`src/rtl/gc.sv`:
```
// Global constants and types shared by the subleq core and its boot-time program loader.
package gc;
  localparam int WORD_SIZE      = 32;
  localparam int MEM_SIZE       = 256;
  localparam int BYTES_PER_WORD = WORD_SIZE / 8;
  localparam int LOADER_LEN_W   = 16;

  typedef enum logic [2:0] {
    LEN0  = 3'd0,
    LEN1  = 3'd1,
    DATA  = 3'd2,
    CSUM  = 3'd3,
    DONE  = 3'd4,
    ERROR = 3'd5
  } loader_state_e;
endpackage

```
`src/rtl/word_packer.sv`:
```
// Little-endian byte-to-word packer: byte 0 of each word lands in bits [7:0]; a one-cycle
// word_done pulse follows the last byte, with the finished word held on o_word.
module word_packer #(
  parameter int WORD_SIZE = gc::WORD_SIZE
) (
  input  logic                 clk,
  input  logic                 rst_n,
  input  logic                 i_clr,
  input  logic                 i_shift,
  input  logic [7:0]           i_byte,
  output logic [WORD_SIZE-1:0] o_word,
  output logic                 o_word_done,
  output logic                 o_last
);
  localparam int BPW   = WORD_SIZE / 8;
  localparam int IDX_W = (BPW > 1) ? $clog2(BPW) : 1;

  logic [IDX_W-1:0]     r_idx;
  logic [WORD_SIZE-1:0] r_word;
  logic                 r_done;
  logic [WORD_SIZE-1:0] w_word_nxt;
  logic                 w_last;

  assign w_last = (r_idx == IDX_W'(BPW - 1));

  // Bytes enter at the top and move down, so after BPW shifts the first byte sits at [7:0].
  if (BPW > 1) begin : g_shift
    assign w_word_nxt = {i_byte, r_word[WORD_SIZE-1:8]};
  end else begin : g_single
    assign w_word_nxt = i_byte;
  end

  always_ff @(posedge clk or negedge rst_n) begin
    if (!rst_n) begin
      r_idx  <= '0;
      r_word <= '0;
      r_done <= 1'b0;
    end else if (i_clr) begin
      r_idx  <= '0;
      r_done <= 1'b0;
    end else begin
      r_done <= i_shift & w_last;
      if (i_shift) begin
        r_word <= w_word_nxt;
        r_idx  <= w_last ? '0 : r_idx + IDX_W'(1);
      end
    end
  end

  assign o_word      = r_word;
  assign o_word_done = r_done;
  assign o_last      = w_last;
endmodule

```
`src/rtl/subleq_loader.sv`:
```
// Boot-time loader: takes a length-prefixed byte frame, writes packed words into program
// memory port 1, and releases the core once the payload XOR checksum matches.
module subleq_loader
  import gc::*;
#(
  parameter int WORD_SIZE = gc::WORD_SIZE,
  parameter int MEM_SIZE  = gc::MEM_SIZE,
  parameter int ADDR_W    = $clog2(MEM_SIZE)
) (
  input  logic                 clk,
  input  logic                 rst_n,
  input  logic [7:0]           in_data,
  input  logic                 in_valid,
  output logic                 in_ready,
  input  logic                 restart,
  output logic [WORD_SIZE-1:0] mem_add,
  output logic [WORD_SIZE-1:0] mem_data_in,
  output logic                 mem_write,
  output logic                 cpu_run,
  output logic                 load_err,
  output logic [ADDR_W:0]      words_loaded
);
  if ((WORD_SIZE % 8) != 0) begin : g_bad_word_size
    $error("subleq_loader: WORD_SIZE must be a multiple of 8");
  end

  localparam int WL_W = ADDR_W + 1;

  loader_state_e           r_state;
  logic [LOADER_LEN_W-1:0] r_len;
  logic [LOADER_LEN_W-1:0] r_word_idx;
  logic [7:0]              r_csum;
  logic                    r_in_ready;
  logic                    r_cpu_run;
  logic                    r_load_err;
  logic [WL_W-1:0]         r_words_loaded;
  logic [ADDR_W-1:0]       r_mem_add;

  logic                    w_xfer;
  logic                    w_shift;
  logic                    w_clr;
  logic                    w_last;
  logic                    w_word_done;
  logic [WORD_SIZE-1:0]    w_word;
  logic [LOADER_LEN_W-1:0] w_len_full;

  assign w_xfer     = in_valid & r_in_ready;
  assign w_shift    = w_xfer & (r_state == DATA);
  assign w_clr      = w_xfer & (r_state == LEN1);
  assign w_len_full = {in_data, r_len[7:0]};

  word_packer #(.WORD_SIZE(WORD_SIZE)) u_packer (
    .clk         (clk),
    .rst_n       (rst_n),
    .i_clr       (w_clr),
    .i_shift     (w_shift),
    .i_byte      (in_data),
    .o_word      (w_word),
    .o_word_done (w_word_done),
    .o_last      (w_last)
  );

  // Frame FSM; in_ready is registered, so it follows the state one cycle after each decision.
  always_ff @(posedge clk or negedge rst_n) begin
    if (!rst_n) begin
      r_state        <= LEN0;
      r_len          <= '0;
      r_word_idx     <= '0;
      r_csum         <= 8'd0;
      r_in_ready     <= 1'b0;
      r_cpu_run      <= 1'b0;
      r_load_err     <= 1'b0;
      r_words_loaded <= '0;
      r_mem_add      <= '0;
    end else begin
      if (w_word_done) begin
        r_words_loaded <= r_words_loaded + WL_W'(1);
      end
      case (r_state)
        LEN0: begin
          r_in_ready <= 1'b1;
          if (w_xfer) begin
            r_len[7:0] <= in_data;
            r_state    <= LEN1;
          end
        end
        LEN1: begin
          r_in_ready <= 1'b1;
          if (w_xfer) begin
            r_len      <= w_len_full;
            r_word_idx <= '0;
            // Full 16-bit compare: a length like 0x0101 must not alias into range.
            if ({16'd0, w_len_full} > 32'(MEM_SIZE)) begin
              r_state    <= ERROR;
              r_load_err <= 1'b1;
              r_in_ready <= 1'b0;
            end else if (w_len_full == '0) begin
              r_state <= CSUM;
            end else begin
              r_state <= DATA;
            end
          end
        end
        DATA: begin
          r_in_ready <= 1'b1;
          if (w_xfer) begin
            r_csum <= r_csum ^ in_data;
            if (w_last) begin
              r_mem_add  <= r_word_idx[ADDR_W-1:0];
              r_word_idx <= r_word_idx + LOADER_LEN_W'(1);
              if ((r_word_idx + LOADER_LEN_W'(1)) == r_len) begin
                r_state <= CSUM;
              end
            end
          end
        end
        CSUM: begin
          r_in_ready <= 1'b1;
          if (w_xfer) begin
            r_in_ready <= 1'b0;
            if (in_data == r_csum) begin
              r_state   <= DONE;
              r_cpu_run <= 1'b1;
            end else begin
              r_state    <= ERROR;
              r_load_err <= 1'b1;
            end
          end
        end
        DONE, ERROR: begin
          r_in_ready <= 1'b0;
          if (restart) begin
            r_state        <= LEN0;
            r_in_ready     <= 1'b1;
            r_cpu_run      <= 1'b0;
            r_load_err     <= 1'b0;
            r_words_loaded <= '0;
            r_csum         <= 8'd0;
          end
        end
        default: begin
          r_state    <= LEN0;
          r_in_ready <= 1'b0;
        end
      endcase
    end
  end

  assign in_ready     = r_in_ready;
  assign mem_add      = WORD_SIZE'(r_mem_add);
  assign mem_data_in  = w_word;
  assign mem_write    = w_word_done;
  assign cpu_run      = r_cpu_run;
  assign load_err     = r_load_err;
  assign words_loaded = r_words_loaded;
endmodule

```
`config.mk`:
```
export PLATFORM = sky130hd
export DESIGN_NAME = subleq_loader
export DESIGN_NICKNAME = d
export VERILOG_FILES = /design/src/rtl/gc.sv /design/src/rtl/word_packer.sv /design/src/rtl/subleq_loader.sv
export SDC_FILE = /design/constraint.sdc
export NUM_CORES = 1
export LEC_CHECK = 0
export CAP_MARGIN = 20
export CORE_ASPECT_RATIO = 0.75
export CORE_UTILIZATION = 53
export DETAILED_ROUTE_END_ITERATION = 8
export PLACE_DENSITY = 0.85
export SETUP_SLACK_MARGIN = 0.5
export SYNTH_ARGS = -nofsm -noshare
export SYNTH_HDL_FRONTEND = slang
export SYNTH_HIERARCHICAL = 1
export SYNTH_SLANG_ARGS = --single-unit
```
`constraint.sdc`:
```
create_clock -name clk -period 2.8 [get_ports clk]
set_input_delay 0.56 -clock clk [delete_from_list [all_inputs] [get_ports clk]]
set_output_delay 0.56 -clock clk [all_outputs]
set_load 0.01 [all_outputs]
```
==> results of run 1 <==
-- final timing paths --
| kind | start | endpoint | cells past startpoint |
|---|---|---|---|
| min reg2reg | r_mem_add[4]$_DFFE_PN0P_ | r_mem_add[4]$_DFFE_PN0P_ | 2 |
| min | rst_n | in_ready$_DFF_PN0_ | 1 |
| max reg2reg | r_word_idx[1]$_DFFE_PN0P_ | r_state[0]$_DFFE_PN0P_ | 7 |
| max | r_word_idx[1]$_DFFE_PN0P_ | r_state[0]$_DFFE_PN0P_ | 7 |
| min in group clk | r_mem_add[4]$_DFFE_PN0P_ | r_mem_add[4]$_DFFE_PN0P_ | 2 |
| max in group asynchronous | rst_n | r_csum[6]$_DFFE_PN0P_ | 2 |
-- cell type report --
class	count	area, sq um
fillers	717	3090
flip-flops and latches	98	2450
multi-input cells	340	2360
repair buffers	75	746
clock buffers	9	225
well taps	128	160
clock inverters	7	95.1
inverters	6	22.5
-- layout by cell type (no fill, tap or decap), types with 2 or more instances in the layout --
cell type	synthesis	routed
clkbuf_16	0	9
nor3_1	4	3
nor4_1	6	5
ha_1	3	2
o21ai_0	44	44
mux2i_1	6	6
o22ai_1	2	2
mux2_4	29	29
or3_1	4	4
clkinvlp_4	0	2
nand3b_1	2	2
nor2_1	19	19
nand4_4	2	2
nor2b_1	3	3
inv_8	0	3
clkdlybuf4s50_1	0	63
nand3_1	10	10
conb_1	1	24
a31oi_1	6	6
a21oi_1	19	19
nand2b_1	2	2
xor2_1	12	12
and3_1	7	7
nand2_1	59	59
and2_1	4	4
dfrtp_1	98	97
buf_4	27	10
mux2_2	19	19
o31ai_1	6	6
xnor2_1	21	21
o21ai_1	2	2
nand4_1	6	6
inv_1	6	6
nor4_2	1	2
buf_12	3	2
-- where the power goes --
group	leakage [uW]	internal, uW	total (uW)	switching [uW]
clock network	0.000150	719	1300	577
registers	0.00132	1570	1740	168
logic	0.00118	388	773	384
-- cells in the mapped netlist (2+ instances only) --
| cell type | n | area, sq um |
|---|---|---|
| a21oi_1 | 19 | 95.1 |
| a31oi_1 | 6 | 37.5 |
| and2_1 | 4 | 25.0 |
| and3_1 | 7 | 43.8 |
| buf_12 | 3 | 60.1 |
| buf_2 | 8 | 40.0 |
| buf_4 | 27 | 203 |
| clkbuf_1 | 6 | 22.5 |
| dfrtp_1 | 98 | 2450 |
| ha_1 | 3 | 37.5 |
| inv_1 | 6 | 22.5 |
| mux2_2 | 19 | 214 |
| mux2_4 | 29 | 435 |
| mux2i_1 | 6 | 60.1 |
| nand2_1 | 59 | 221 |
| nand2b_1 | 2 | 12.5 |
| nand3_1 | 10 | 50.1 |
| nand3b_1 | 2 | 15.0 |
| nand4_1 | 6 | 37.5 |
| nand4_4 | 2 | 42.5 |
| nor2_1 | 19 | 71.3 |
| nor2b_1 | 3 | 18.8 |
| nor3_1 | 4 | 20.0 |
| nor4_1 | 6 | 37.5 |
| o21ai_0 | 44 | 220 |
| o21ai_1 | 2 | 10.0 |
| o22ai_1 | 2 | 12.5 |
| o31ai_1 | 6 | 45.0 |
| or3_1 | 4 | 25.0 |
| xnor2_1 | 21 | 184 |
| xor2_1 | 12 | 105 |
-- sequential cells by signal, summed over array words and instances (netlist names) --
register,flops
u_packer/r_idx,2
r_len,16
words_loaded,9
r_state,3
r_mem_add,8
r_word_idx,16
load_err,1
u_packer/o_word_done,1
u_packer/o_word,32
r_csum,8
in_ready,1
cpu_run,1
-- critical path, cell delays in order, from the launching register on --
cell,delay [ns]
dfrtp_1,0.49
ha_2,0.31
nand3_1,0.21
nor2_1,0.27
and3_1,0.25
xnor2_1,0.21
nor4_2,0.09
a31o_1,0.22
-- stage by stage --
step	setup slack, ns	power (uW)	area, sq um
3_3_place_gp	0.363	2470	5730
5_1_grt	0.511	4000	6070
2_1_floorplan	0.659	2270	5170
3_5_place_dp	0.328	2510	5730
6_report	0.624	3810	6070
4_1_cts	0.574	3820	6050
-- metal layers --
layer	vias up	track usage, %
met5	-	0
met4	0	4.84
met3	8	4.83
met2	138	36.9
met1	1813	32.1
li1	1717	-
-- cells by family (layout without fill, tap and decap cells) --
group	after synthesis	in the layout	share of synthesized area [%]
fa+ha+maj	3	3	0.739
simple gates	139	139	14.4
other cells	1	24	0.0738
buf+inv	52	97	7.17
flops	98	98	48.3
mux	54	54	14.0
xor+xnor	33	33	5.69
compound gates	87	87	9.68
-- timing repair --
| item | in CTS | in global routing |
|---|---|---|
| gates resized for setup | 1 | 3 |
| endpoints found under the setup margin | 1 | 1 |
| cloned | 0 | 0 |
| hold buffers | 0 | 0 |
==> results.toml, run 1 <==
[clock_tree]
clock_sinks = 98
cts_post_setup_buffers_inserted = 0
cts_tree = "built"
clk_latency_ns = 0.34
clock-root-buffer = "clkbuf_16"
path_clk_slew_ns = 0.07
htree_levels = 3
cts_made_buffers = 9
cts_buffer_depth = 2

[route]
drt-wirelength-per-cell_microns = 16.0
dr_wl_met3_microns = 612
route.top_layer_used = "met4"
first_iter_violations = 238
drcViolationCount = 0
route.met2.wl_mm = 5.16
dr.pass1.iters = 4
drt_wl_total_mm = 10.6
antenna_left = 0
routed_via_density = 5.54
route.vias.total = 3676
met1_length_mm = 4.76

[setup_path]
required_ns = 3.03
end_kind = "flip-flop"
cp_max_fo = 7
startpoint_type = "flip-flop"
arrival_ns = 2.40
crit_type = "reg2reg"
r2r_slack_ns = 0.62

[logic_synthesis]
ys_warn_count = 6
avgSynthCellArea_sq_um = 10.9
synth_seq_cells = 98
synth_cell_types = 53
synth_edf_count = 0
ys_seq_area_share_pct = 48.3
synthCells = 467
synth_flop_cell = "dfrtp_1"
synthArstFlopShare_pct = 100
syn_area_sq_mm = 0.00508

[hold_path]
worstHoldPathType = "in2async"

[sta]
setup-tns-final_ns = 0
drv_slew = 0
period_minus_slack_ns = 2.18
worst_pin_slew_ns = 0.511
fmax_mhz = 459
setup_violations = 0
clock-skew-final_ns = 0.0108
hold_viol = 0
timing.hold.ws_ns = 0.178
slew-limit-headroom_pct = 65.8
period_share_pct = 77.7
rsz0062_at_grt = "false"

[global_route]
grt_pass1_wl_mm = 17.6
grt.total_usage_pct = 22.9
grt_pass1_vias = 3487
grt_start_max_net_pins = 65
antenna_found_initial = 0
grt-ovfl-total = 0

[floorplanning]
dieHeight_microns = 86.8
dieArea_sq_mm = 0.00998
initial_core_util_pct = 55.5
fp.coreArea_sq_mm = 0.00916
num_rows = 30
dieWidth_microns = 115
num_io_pins = 89

[pwr]
powerDensity_mw_per_mm2 = 627
ir_drop_mv = 0.377
power.leakage_uw = 0.00265

[final_layout]
diodes = 0
drive_above_1_share_pct = 16.4
areaGrowthSynthToFinish_pct = 19.4
utilization_pct = 66.2
finalNetCount = 545
final_cells = 663

[placement]
hpwlAfterDp_mm = 7.44
dp_cells = 647
globalplace.congestion = 0.895
io_buffers = 64

[run]
maxCapViolations = 0

[run_status]
status = "complete, no violations"
Note: power is estimated with default switching activity, not from simulation.
==> run 2, diff against run 1 <==
Clock period 2.8 ns to 2.2 ns, I/O delays scaled along.
==> run 2 against run 1 <==
Clock skew shrank 0.0034 ns. Utilization grew 7.3 points. Critical path type is now in2reg. Routed wire length grew 34%. Critical path depth shrank 1. Clock power grew 23%. Sequential share of layout area shrank 3.9 points. Largest power group unchanged. Combinational power grew 63%. Flip-flop and latch count is the same. Hold slack lost 0.11 ns.
==> results.toml, run 2 (synthesis results as in run 1) <==
[run_status]
status = "complete, no violations"

[floorplanning]
dieArea_sq_mm = 0.00998
initial_core_util_pct = 55.5
num_io_pins = 89
dieHeight_microns = 86.8
fp.coreArea_sq_mm = 0.00916
num_rows = 30
dieWidth_microns = 115

[clock_tree]
clock_sinks = 98
cts_made_buffers = 9
clk_latency_ns = 0.35
path_clk_slew_ns = 0.07
cts_buffer_depth = 2
htree_levels = 3
cts_tree = "built"
clock-root-buffer = "clkbuf_16"

[global_route]
grt_pass1_vias = 4041
grt_pass1_wl_mm = 20.8
antenna_found_initial = 0
grt.total_usage_pct = 27.5
grt-ovfl-total = 0
grt_start_max_net_pins = 38

[sta]
setup_violations = 0
clock-skew-final_ns = 0.00740
rsz0062_at_grt = "true"
period_share_pct = 89.9
slew-limit-headroom_pct = 64.9
period_minus_slack_ns = 1.98
drv_slew = 0
finalWorstSetupSlack_ns = 0.221
worst_pin_slew_ns = 0.527
timing.hold.ws_ns = 0.0632
hold_viol = 0
setup-tns-final_ns = 0
fmax_mhz = 505

[setup_path]
startpoint_type = "input pin"
end_kind = "flip-flop"
required_ns = 2.44
arrival_ns = 2.22
r2r_slack_ns = 0.26
crit_type = "in2reg"
cp_max_fo = 4
rr_worst_depth = 7

[route]
drt-wirelength-per-cell_microns = 20.1
drcViolationCount = 0
antenna_left = 0
routed_via_density = 6.05
first_iter_violations = 439
drt_wl_total_mm = 14.2
dr.pass1.iters = 6
route.vias.total = 4284

[placement]
io_buffers = 64
globalplace.congestion = 0.880
dp_slack_ns = 0.00555
hpwlAfterDp_mm = 8.24

[pwr]
powerDensity_mw_per_mm2 = 756
power.leakage_uw = 0.00344
power_uw = 5090
ir_drop_mv = 0.429

[final_layout]
utilization_pct = 73.6
drive_above_1_share_pct = 29.3
layout_commonest_cell = "dfrtp_1"
finalNetCount = 590
areaGrowthSynthToFinish_pct = 32.6
largest_reg_flops = 32
diodes = 0
final_cell_mix = "90 x dfrtp_1, 57 x nand2_1, 38 x buf_4"

[run]
maxCapViolations = 0

[hold_path]
worstHoldPathType = "in2async"
[run 2: final timing paths]
path,end,from
setup / recovery,r_state[0]$_DFFE_PN0P_,in_data[2]
hold / removal,r_csum[7]$_DFFE_PN0P_,rst_n
setup reg to reg,r_state[0]$_DFFE_PN0P_,r_word_idx[0]$_DFFE_PN0P_
hold reg to reg,r_mem_add[1]$_DFFE_PN0P_,r_mem_add[1]$_DFFE_PN0P_
max in group asynchronous,r_state[1]$_DFFE_PN0P_,rst_n
min in group clk,r_mem_add[1]$_DFFE_PN0P_,r_mem_add[1]$_DFFE_PN0P_
[run 2: per-layer routing]
layer | vias to the layer above | share of wire, % | track usage [%]
met5 | - | 0 | 0
met4 | 0 | 2.7 | 9.80
met3 | 49 | 7.9 | 6.29
met2 | 279 | 50 | 45.3
met1 | 2143 | 40 | 35.8
li1 | 1813 | - | -
[run 2: layout make-up]
type | count | area, sq um
Tap cell | 128 | 160
Sequential cell | 98 | 2460
Clock inverter | 7 | 86.3
Multi-Input combinational cell | 340 | 2550
Fill cell | 585 | 2420
Inverter | 6 | 22.5
Timing Repair Buffer | 120 | 1230
Clock buffer | 9 | 225
[run 2: stage by stage]
stage                     instances  instance area, sq um
final                           708                  6740
after detailed placement        664                  5920
after CTS                       695                  6410
after global placement          664                  5920
after global routing            708                  6740
after floorplan                 490                  5190
[run 2: worst max-delay path, stage by stage]
cell and delay, ns:
clkdlybuf4s50_1 0.55, nor4_2 0.44, and3_1 0.26, a221o_1 0.20, o21ai_0 0.12, a31o_1 0.21
[run 2: report_power, final]
group	switching [uW]	internal [uW]
sequential	238	2000
combinational	643	615
clock	790	810
[run 2: what timing repair did]
| action | CTS | global route |
|---|---|---|
| endpoints found under the setup margin | 110 | 78 |
| hold buffers | 0 | 0 |
| buffers inserted | 13 | 11 |
| pin swaps | 5 | 16 |
| gates cloned | 2 | 2 |
| gates resized for setup | 58 | 65 |
